==> config.mk <==
export PLATFORM = sky130hd
export DESIGN_NAME = ts_multichan_capture_flat
export DESIGN_NICKNAME = d
export VERILOG_FILES = /design/src/rtl/ts_multichan_capture_pkg.sv /design/src/rtl/ts_multichan_capture_if.sv /design/src/rtl/ts_multichan_capture_chan.sv /design/src/rtl/ts_multichan_capture.sv /design/src/flat_wrapper.sv
export SDC_FILE = /design/constraint.sdc
export NUM_CORES = 1
export LEC_CHECK = 0
export ABC_AREA = 1
export CORE_ASPECT_RATIO = 0.7
export CORE_MARGIN = 5
export CORE_UTILIZATION = 55
export DETAILED_ROUTE_END_ITERATION = 10
export GPL_TIMING_DRIVEN = 0
export HOLD_SLACK_MARGIN = 0.12
export PLACE_DENSITY_LB_ADDON = 0.25
export SYNTH_ARGS = -nofsm -noshare
export SYNTH_HDL_FRONTEND = slang
export SYNTH_HIERARCHICAL = 1
export SYNTH_SLANG_ARGS = --single-unit
==> constraint.sdc <==
create_clock -name clk -period 2.5 [get_ports clk]
set_input_delay 0.75 -clock clk [delete_from_list [all_inputs] [get_ports clk]]
set_output_delay 0.75 -clock clk [all_outputs]
set_load 0.03 [all_outputs]
==> src/rtl/ts_multichan_capture_pkg.sv <==
// Shared types and constants for the multichannel timestamp capture core.
// Holds edge-mode encodings, header bit positions and the packet length helper.
package ts_pkg;

    typedef enum logic [1:0] {
        EDGE_OFF  = 2'b00,
        EDGE_RISE = 2'b01,
        EDGE_FALL = 2'b10,
        EDGE_BOTH = 2'b11
    } edge_mode_e;

    typedef enum logic {
        S_IDLE,
        S_SEND
    } ser_state_e;

    localparam int HDR_MARK   = 7;
    localparam int HDR_OVF    = 6;
    localparam int HDR_CH_MSB = 2;

    function automatic int pkt_len(input int ts_width);
        return 1 + ts_width / 8;
    endfunction

endpackage

==> src/rtl/ts_multichan_capture_if.sv <==
// Byte stream towards the serial transmitter.
// master drives tx_data/tx_valid, slave returns tx_ready.
interface ts_tx_if;
    logic [7:0] tx_data;
    logic       tx_valid;
    logic       tx_ready;

    modport master (output tx_data, output tx_valid, input tx_ready);
    modport slave  (input tx_data, input tx_valid, output tx_ready);
endinterface

==> src/rtl/ts_multichan_capture_chan.sv <==
// One capture channel: synchroniser, edge qualifier, holding register, ovf.
// in: clk, rstn, datain, ts_now, en, edge_sel, grant  out: pending, ovf, ts_hold
module ts_chan_capture
    import ts_pkg::*;
#(
    parameter int TS_WIDTH    = 32,
    parameter int SYNC_STAGES = 2
) (
    input  logic                clk,
    input  logic                rstn,
    input  logic                datain,
    input  logic [TS_WIDTH-1:0] ts_now,
    input  logic                en,
    input  logic [1:0]          edge_sel,
    input  logic                grant,
    output logic                pending,
    output logic                ovf,
    output logic [TS_WIDTH-1:0] ts_hold
);

    logic [SYNC_STAGES-1:0] sync_q, sync_d;
    logic                   prev_q, prev_d;
    logic                   pend_q, pend_d;
    logic                   ovf_q, ovf_d;
    logic [TS_WIDTH-1:0]    hold_q, hold_d;
    logic                   s_out, rise, fall, qual;

    always_comb begin
        sync_d = {sync_q[SYNC_STAGES-2:0], datain};
        s_out  = sync_q[SYNC_STAGES-1];
        // prev tracks the input even while disabled, so re-enabling
        // never manufactures an edge
        prev_d = s_out;
        rise   = s_out & ~prev_q;
        fall   = ~s_out & prev_q;
        case (edge_mode_e'(edge_sel))
            EDGE_RISE: qual = rise;
            EDGE_FALL: qual = fall;
            EDGE_BOTH: qual = rise | fall;
            default:   qual = 1'b0;
        endcase
        qual   = qual & en;

        pend_d = pend_q;
        ovf_d  = ovf_q;
        hold_d = hold_q;
        if (grant) begin
            pend_d = 1'b0;
            ovf_d  = 1'b0;
        end
        // the slot freed by a grant in this cycle can take a new event
        if (qual) begin
            if (!pend_q || grant) begin
                pend_d = 1'b1;
                hold_d = ts_now;
            end else begin
                ovf_d  = 1'b1;
            end
        end
    end

    always_ff @(posedge clk) begin
        if (!rstn) begin
            sync_q <= '0;
            prev_q <= 1'b0;
            pend_q <= 1'b0;
            ovf_q  <= 1'b0;
            hold_q <= '0;
        end else begin
            sync_q <= sync_d;
            prev_q <= prev_d;
            pend_q <= pend_d;
            ovf_q  <= ovf_d;
            hold_q <= hold_d;
        end
    end

    assign pending = pend_q;
    assign ovf     = ovf_q;
    assign ts_hold = hold_q;

endmodule

==> src/rtl/ts_multichan_capture.sv <==
// N-channel timestamp capture: counter, round-robin arbiter, byte serializer.
// in: clk, rstn, en, edge_sel, datain  out: tx (stream), ts_now, pending, busy
module ts_multichan_capture
    import ts_pkg::*;
#(
    parameter int NUM_CH      = 4,
    parameter int TS_WIDTH    = 32,
    parameter int SYNC_STAGES = 2
) (
    input  logic                clk,
    input  logic                rstn,
    input  logic                en,
    input  logic [2*NUM_CH-1:0] edge_sel,
    input  logic [NUM_CH-1:0]   datain,
    ts_tx_if.master             tx,
    output logic [TS_WIDTH-1:0] ts_now,
    output logic [NUM_CH-1:0]   pending,
    output logic                busy
);

    localparam int PKT_LEN = pkt_len(TS_WIDTH);
    localparam int PKT_W   = PKT_LEN * 8;
    localparam int CH_W    = (NUM_CH > 1) ? $clog2(NUM_CH) : 1;
    localparam int CNT_W   = $clog2(PKT_LEN);

    logic [TS_WIDTH-1:0] ts_q, ts_d;
    logic [NUM_CH-1:0]   grant, ovf;
    logic [TS_WIDTH-1:0] ts_hold [NUM_CH];

    ser_state_e          state_q, state_d;
    logic [CNT_W-1:0]    cnt_q, cnt_d;
    logic [PKT_W-1:0]    sh_q, sh_d;
    logic [CH_W-1:0]     ptr_q, ptr_d;

    logic                found;
    logic [CH_W-1:0]     sel;
    logic                xfer, last, can_grant;
    logic [7:0]          hdr;

    for (genvar i = 0; i < NUM_CH; i++) begin : g_ch
        ts_chan_capture #(
            .TS_WIDTH    (TS_WIDTH),
            .SYNC_STAGES (SYNC_STAGES)
        ) u_chan (
            .clk      (clk),
            .rstn     (rstn),
            .datain   (datain[i]),
            .ts_now   (ts_q),
            .en       (en),
            .edge_sel (edge_sel[2*i +: 2]),
            .grant    (grant[i]),
            .pending  (pending[i]),
            .ovf      (ovf[i]),
            .ts_hold  (ts_hold[i])
        );
    end

    // round-robin search beginning just after the last granted channel
    always_comb begin
        int          idx;
        logic [CH_W-1:0] cand;
        found = 1'b0;
        sel   = '0;
        idx   = 0;
        cand  = '0;
        for (int k = 1; k <= NUM_CH; k++) begin
            idx = int'(ptr_q) + k;
            if (idx >= NUM_CH) idx = idx - NUM_CH;
            cand = CH_W'(idx);
            if (!found && pending[cand]) begin
                found = 1'b1;
                sel   = cand;
            end
        end
    end

    always_comb begin
        ts_d      = ts_q + 1'b1;
        state_d   = state_q;
        cnt_d     = cnt_q;
        sh_d      = sh_q;
        ptr_d     = ptr_q;
        grant     = '0;

        hdr                 = 8'h00;
        hdr[HDR_MARK]       = 1'b1;
        hdr[HDR_OVF]        = ovf[sel];
        hdr[HDR_CH_MSB:0]   = 3'(sel);

        xfer      = (state_q == S_SEND) && tx.tx_ready;
        last      = (cnt_q == CNT_W'(PKT_LEN - 1));
        // a new packet may start only while idle or as the last byte leaves
        can_grant = (state_q == S_IDLE) || (xfer && last);

        if (xfer) begin
            sh_d  = {sh_q[PKT_W-9:0], 8'h00};
            cnt_d = cnt_q + 1'b1;
            if (last) begin
                state_d = S_IDLE;
                cnt_d   = '0;
            end
        end
        if (can_grant && found) begin
            grant[sel] = 1'b1;
            ptr_d      = sel;
            sh_d       = {hdr, ts_hold[sel]};
            cnt_d      = '0;
            state_d    = S_SEND;
        end
    end

    always_ff @(posedge clk) begin
        if (!rstn) begin
            ts_q    <= '0;
            state_q <= S_IDLE;
            cnt_q   <= '0;
            sh_q    <= '0;
            ptr_q   <= CH_W'(NUM_CH - 1);
        end else begin
            ts_q    <= ts_d;
            state_q <= state_d;
            cnt_q   <= cnt_d;
            sh_q    <= sh_d;
            ptr_q   <= ptr_d;
        end
    end

    assign tx.tx_data  = sh_q[PKT_W-1 -: 8];
    assign tx.tx_valid = (state_q == S_SEND);
    assign busy        = (state_q == S_SEND);
    assign ts_now      = ts_q;

endmodule
==> src/flat_wrapper.sv <==
// flat-port wrapper written by rule: the top's interface ports become plain ports
module ts_multichan_capture_flat import ts_pkg::*;
#(
    parameter int NUM_CH      = 4,
    parameter int TS_WIDTH    = 32,
    parameter int SYNC_STAGES = 2
)
  (clk, rstn, en, edge_sel, datain, ts_now, pending, busy, tx_tx_data, tx_tx_valid, tx_tx_ready);
  ts_tx_if tx_i ();
  input  logic clk;
  input  logic rstn;
  input  logic en;
  input  logic [2*NUM_CH-1:0] edge_sel;
  input  logic [NUM_CH-1:0] datain;
  output logic [TS_WIDTH-1:0] ts_now;
  output logic [NUM_CH-1:0] pending;
  output logic busy;
  output wire logic [$bits(tx_i.tx_data)-1:0] tx_tx_data;
  output wire logic [$bits(tx_i.tx_valid)-1:0] tx_tx_valid;
  input wire logic [$bits(tx_i.tx_ready)-1:0] tx_tx_ready;
  assign tx_tx_data = tx_i.tx_data;
  assign tx_tx_valid = tx_i.tx_valid;
  assign tx_i.tx_ready = tx_tx_ready;
  ts_multichan_capture #(.NUM_CH(NUM_CH), .TS_WIDTH(TS_WIDTH), .SYNC_STAGES(SYNC_STAGES)) u_core (.clk(clk), .rstn(rstn), .en(en), .edge_sel(edge_sel), .datain(datain), .tx(tx_i), .ts_now(ts_now), .pending(pending), .busy(busy));
endmodule
==> results_dict.tcl, run 1 <==
set metrics [dict create \
    leakagePower_nw 7.07 \
    synth_fa_ha_area_share_pct 1.09 \
    chipHeight_um 137 \
    drive_above_1_share_pct 11.7 \
    synth_area_leaders "dfxtp_1 (36%), nand2_1 (16%), inv_1 (15%), nand3_1 (7.2%), nand4_1 (6.8%)" \
    worst_ep_required_time_ns 2.84 \
    dieArea_um2 26200 \
    synthDistinctLibCells 35 \
    synthCells 2054 \
    swShare_pct 43.3 \
    p_seq_share_pct 29.4 \
    grt_pass1_wl_mm 62.9 \
    postRouteAntennaNets 0 \
    core_area_um2 22600 \
    overflow 0 \
    drc_errors 0 \
    dp_slack_ns -1.29 \
    vdd_drop_max_mv 0.557 \
    place_congestion 0.993 \
    critPathMaxFanout 10 \
    clkLatencyLatePin_ns 0.53 \
    synthArstFlopShare_pct 0 \
    diodes 0 \
    fin_ws_ns 0.00489 \
    grt_max_degree 20 \
    synth_nets 2081 \
    switchingPower_w 0.00632 \
    netlist.area_leader.share_pct 35.8 \
    wl_met2_mm 18.0 \
    synth_top_area_cell "dfxtp_1" \
    synthSimpleGateAreaFrac_pct 37.7 \
    grt_pass1_vias 11500 \
    ios 62 \
    yosysSeqAreaShare_pct 35.8 \
    cts_num_sinks 226 \
    vias 13200 \
    worst_pin_slew_ns 0.953 \
    slew_headroom_pct 36.5 \
    synth_area_um2 12600 \
    start_util_pct 55.9 \
    pwr_density_cell_nw_per_um2 954 \
    synthMuxAreaShare_pct 0 \
    fillers 2075 \
    worst_ep_arrival_time_ns 2.83 \
    grt_usage_pct 30.7 \
    hpwl_mm 29.6 \
    wl_met3_mm 5.53 \
    syn2layout_area_growth_pct 21.1 \
    highest_layer "met4" \
    ys_ff_latch 226 \
    cts_buffer_depth 3 \
    die_w_um 191 \
    yosysWarningCount 6 \
    p_int_w 0.00829 \
    power_w 0.0146 \
    fin_crit_sh_pct 99.8 \
    final_nets 2199 \
    clkPwrFrac_pct 23.7 \
    numCtsBuffers 23 \
    synth_xor_area_share_pct 0.485 \
    grt_antenna_before_repair 0 \
    synth_edf_count 0 \
    startpoint_type "primary input" \
    clock_tree.root_cell "clkbuf_16" \
    slew_viol_final 0 \
    drt_iter0_drc 1710 \
    setup_viol 0 \
    wirelength_mm 42.1 \
    synth_top_family_by_area "simple AND/OR/NAND/NOR gates" \
    critical_path_class "primary input to flop" \
    drv_cap 0 \
    viasPerCell 5.27 \
    clkSlewWorstSetupHoldPaths_ns 0.06 \
    wl_per_cell_um 16.9 \
    combPwrFrac_pct 46.9 \
    min_path_type "flop to flop" \
    firstDrtPassIters 6 \
    status "finished, final reports clean" \
    h-tree-depth 1 \
    syn_avg_cell_area_um2 6.16 \
    cts_tree "done" \
    crit_path_end_kind "flop" \
    regArea_um2 4550 \
    fin_skew_ns 0.0218 \
    period_needed_ns 2.50 \
    hold_viol_final 0 \
    multi_input_area_um2 5850 \
    portBuffers 61 \
    ys.flop_type "dfxtp_1" \
    wirelength_met1_mm 17.2 \
    rows 46 \
    rsz0062_at_grt "true" \
    synth_compound_area_share_pct 4.62 \
    max_freq_ghz 0.401 \
]
[cell families (layout without fill, tap and decap cells)]
logic type                 Yosys count  after routing
and+or+nand+nor                   1075           1075
adders and majority gates           11             11
buffers and inverters              638            771
DFF                                226            226
AOI/OAI and AO/OA                   97             97
xor gates and xnor gates             7              7
[what timing repair did]
action,in CTS,in global routing
hold buffers,0,0
pin swaps,3,51
endpoints found under the setup margin,185,167
cloned,1,8
buffers inserted,3,21
resized for setup,112,120
[synthesized netlist by cell type, types with 2 or more instances]
library cell and count:
nand2_2 3, inv_1 511, buf_6 9, nor2_1 175
nor3_1 18, o21a_1 2, buf_1 8, buf_2 39
nand3_2 10, nor2_4 2, buf_4 14, and3_1 2
nor4_1 2, o211ai_1 5, a21boi_0 4, a21boi_4 4
o21ai_0 18, inv_2 7, dfxtp_1 226, nand4_1 138
a21oi_1 60, nand3b_1 3, or2_2 5, nand3_1 181
a31oi_1 2, clkbuf_1 50, xnor2_1 2, ha_1 11
nand2_1 533, xor2_1 5
[power by group through the flow]
stage | registers (W) | logic [W] | clock network [W]
CTS | 0.00427 | 0.00591 | 0.00348
floorplan | 0.00429 | 0.00368 | 0
global route | 0.00434 | 0.00721 | 0.00365
global placement | 0.00433 | 0.00553 | 0
finish | 0.00430 | 0.00685 | 0.00346
detailed placement | 0.00434 | 0.00560 | 0
[cells in the final DEF (no fill, tap or decap), types with 17 or more instances in the layout]
| cell type | netlist | layout |
|---|---|---|
| nand3_1 | 181 | 178 |
| buf_4 | 14 | 36 |
| nand4_1 | 138 | 138 |
| nand2_1 | 533 | 489 |
| dlygate4sd2_1 | 0 | 30 |
| clkdlybuf4s50_1 | 0 | 28 |
| dfxtp_1 | 226 | 212 |
| o21ai_0 | 18 | 17 |
| nor2_1 | 175 | 170 |
| a21oi_1 | 60 | 59 |
| buf_2 | 39 | 28 |
| clkbuf_1 | 50 | 41 |
| clkbuf_16 | 0 | 29 |
| inv_1 | 511 | 504 |
| nand2_2 | 3 | 36 |
[path summary, 6_finish.rpt]
path / startpoint / cells past startpoint / slack (ns) / endpoint
worst max-delay path: rstn / 4 / 0.005 / u_core/ptr_q[0]
worst min-delay path: u_core/g_ch[0].u_chan/sync_q[0] / 2 / 0.41 / u_core/g_ch[0].u_chan/sync_q[1]
worst max register to register: u_core/ptr_q[0] / 20 / 0.02 / u_core/g_ch[0].u_chan/ts_hold[24]
worst min register to register: u_core/g_ch[0].u_chan/sync_q[0] / 2 / 0.41 / u_core/g_ch[0].u_chan/sync_q[1]
[metal layers]
metal / up-vias / track usage, %
met5: - / 0
li1: 6439 / -
met4: 0 / 10.2
met2: 734 / 46.3
met1: 5896 / 43.0
met3: 109 / 8.16
[critical path: stages]
cell and delay [ns]:
clkdlybuf4s50_1 0.68, clkbuf_1 0.45, clkbuf_1 0.72, o211ai_1 0.22
[metrics by stage]
step	setup TNS [ns]	instance area [um2]	cells	util [%]	hold WS, ns
floorplan	0	12600	2054	-	0.390
global placement	-143.34	13600	2427	60.3	0.391
detailed placement	-145.58	13600	2427	60.3	0.398
CTS	-0.371	14600	2470	64.8	0.413
global route	-4.01	15300	2499	67.7	0.440
finish	0	15300	2499	67.7	0.415
[registers in the layout (all words and copies together), names as in the netlist]
name and count:
u_core/g_ch.u_chan/ts_hold 128, u_core/sh_q 40, u_core/ts_now 32, u_core/g_ch.u_chan/sync_q 8
u_core/g_ch.u_chan/ovf 4, u_core/g_ch.u_chan/pending 4, u_core/g_ch.u_chan/prev_q 4, u_core/cnt_q 3
u_core/ptr_q 2, u_core/busy 1
[cell type report]
cell class              instances  share of cell area (%)
inverters                     518                    12.8
multi-input cells            1190                    38.2
clock inverters                 6                   0.384
plain buffers                 119                    5.48
well taps                     312                    2.55
repair buffers                 94                    6.37
clock buffers                  34                    4.49
flip-flops and latches        226                    29.7
No activity file was read; power rests on OpenSTA's default activity.
==> run 2, diff against run 1 <==
CORE_UTILIZATION = 35   (was 55)
CTS_CLUSTER_DIAMETER = 100   (was default)
==> run 2 against run 1 <==
Against the previous run: the flow now finishes with violations (negative setup slack); register-to-register slack got worse by 0.04 ns; worst setup slack got worse by 0.020 ns; total power increased by 4.5%; critical endpoint is now u_core/g_ch[3].u_chan/ts_hold[6]; highest routed layer unchanged.
==> results_dict.tcl, run 2 (synthesized netlist as in run 1, its figures left out) <==
set metrics [dict create \
    status "complete, but fails checks" \
    violations "negative setup slack" \
    cts_hold_buf 0 \
    slew_viol_final 0 \
    drc_errors 0 \
    critical_path_class "flop to flop" \
    hpwl_mm 32.3 \
    fin_crit_sh_pct 101 \
    layout_commonest_cell "inv_1" \
    clkSlewWorstSetupHoldPaths_ns 0.06 \
    startpoint_type "flop" \
    hold_viol_final 0 \
    worst_ep_required_time_ns 2.97 \
    place_congestion 0.924 \
    setup_viol 7 \
    leakagePower_nw 7.25 \
    ios 62 \
    fin_cells 2686 \
    drv_cap 0 \
    grt_pass1_vias 11300 \
    grt_pass1_wl_mm 66.2 \
    syn2layout_area_growth_pct 25.1 \
    worstHoldStart "u_core/g_ch[2].u_chan/sync_q[0]" \
    dp_slack_ns -1.34 \
    cts_tree "done" \
    clkLatencyLatePin_ns 0.55 \
    wirelength_mm 45.0 \
    fin_skew_ns 0.0233 \
    final_area_um2 15800 \
    worst_ep_arrival_time_ns 2.98 \
    viasPerCell 4.83 \
    crit_path_end_kind "flop" \
    vdd_drop_max_mv 0.695 \
    largest_register_ff_count 128 \
    pwr_density_cell_nw_per_um2 965 \
    postRouteAntennaNets 0 \
    core_area_um2 35800 \
    grt_antenna_before_repair 0 \
    final_nets 2215 \
    clock_tree.root_cell "clkbuf_16" \
    start_util_pct 35.3 \
    wl_per_cell_um 16.7 \
    fillers 3811 \
    cts_num_sinks 226 \
    rsz0062_at_grt "true" \
    overflow 0 \
    firstDrtPassIters 6 \
    drive_above_1_share_pct 12.9 \
    die_w_um 237 \
    slew_headroom_pct 36.5 \
    fin_ws_ns -0.0154 \
    rrSetupSlack_ns -0.02 \
    post_dp_cell_area_um2 13900 \
    mostFrequentLayoutCells "inv_1 (506), nand2_1 (496), dfxtp_1 (203), nand3_1 (173), nor2_1 (169)" \
    min_path_type "flop to flop" \
    diodes 0 \
    grt_usage_pct 21.0 \
    dieArea_um2 40100 \
    chipHeight_um 169 \
    rows 58 \
    vias 13000 \
    max_freq_ghz 0.398 \
    period_needed_ns 2.52 \
    dp_cells 2595 \
    portBuffers 61 \
    numCtsBuffers 25 \
    worst_pin_slew_ns 0.952 \
    h-tree-depth 1 \
    drt_iter0_drc 1491 \
    critPathMaxFanout 8 \
    startpoint "u_core/ptr_q[0]" \
    reg2reg_from "u_core/ptr_q[0]" \
    cts_buffer_depth 3 \
    grt_max_degree 14 \
]
[run 2: changes by cell type in the layout (fill, tap and decap cells not counted), sizes merged]
cell,previous run,this run
buf,105,111
inv,519,518
dlymetal6s2s,2,1
clkbuf,82,88
bufinv,1,3
dlygate4sd2,30,33
clkinv,4,9
clkdlybuf4s50,28,27
[run 2: final timing paths]
kind	end	cells past startpoint
setup / recovery	u_core/g_ch[3].u_chan/ts_hold[6]	19
hold / removal	u_core/g_ch[2].u_chan/sync_q[1]	2
setup reg to reg	u_core/g_ch[3].u_chan/ts_hold[6]	19
hold reg to reg	u_core/g_ch[2].u_chan/sync_q[1]	2
[run 2: layout make-up]
class,count,area [um2],area share (%)
timing repair buffer,109,1080,6.84
buffer,118,900,5.69
clock buffer,33,696,4.40
tap,480,601,3.80
multi-input combinational,1190,5870,37.1
inverter,518,1960,12.4
clock inverter,12,139,0.878
sequential,226,4570,28.9
[run 2: metal layers]
metal	share of wire [%]	up-vias	GRT usage, %
li1	-	6483	-
met1	47	5890	32.0
met2	42	530	31.1
met3	9.4	63	3.93
met4	1.8	0	3.99
met5	0	-	0
[run 2: timing repair]
item	4_1_cts	5_1_grt
pin swaps	4	71
cloned	1	9
hold endpoints to repair	0	0
gates resized for setup	147	108
setup buffers	1	37
setup endpoints to repair	199	163
[run 2: where the power goes]
part           internal (W)  switching [W]  total (W)
Sequential          0.00402       0.000267    0.00429
Combinational       0.00239        0.00474    0.00714
Clock               0.00226        0.00158    0.00385
Total               0.00868        0.00659     0.0153
[run 2: per-stage QoR]
step                total power (W)  utilization [%]  setup TNS (ns)  hold slack (ns)
finish                       0.0153             44.2         -0.0537            0.412
global route                 0.0159             44.2           -8.42            0.423
CTS                          0.0143             41.9          -0.212            0.414
detailed placement           0.0102             38.7         -155.57            0.400
global placement             0.0101             38.7         -155.59            0.391
floorplan                   0.00797                -               0            0.390
[run 2: critical path, stage by stage, from the launching register on]
cell and delay (ns):
dfxtp_2 0.34, inv_2 0.05, buf_6 0.13, nand2_1 0.08, nand2_2 0.09, nand2_4 0.09
nand2_4 0.06, nor2_4 0.16, nand3_4 0.13, nand2_8 0.12, clkinv_8 0.05, buf_12 0.13
nor3_4 0.17, inv_2 0.08, nand2_4 0.14, nand3_4 0.21, clkbuf_16 0.25, nand2_1 0.05
inv_1 0.04, nor2_1 0.08
==> run 3, diff against run 2 <==
CTS_CLUSTER_DIAMETER = default   (was 100)
==> results of run 3 <==
Same layout as run 2: the final DEF is identical, and so are final timing and power.
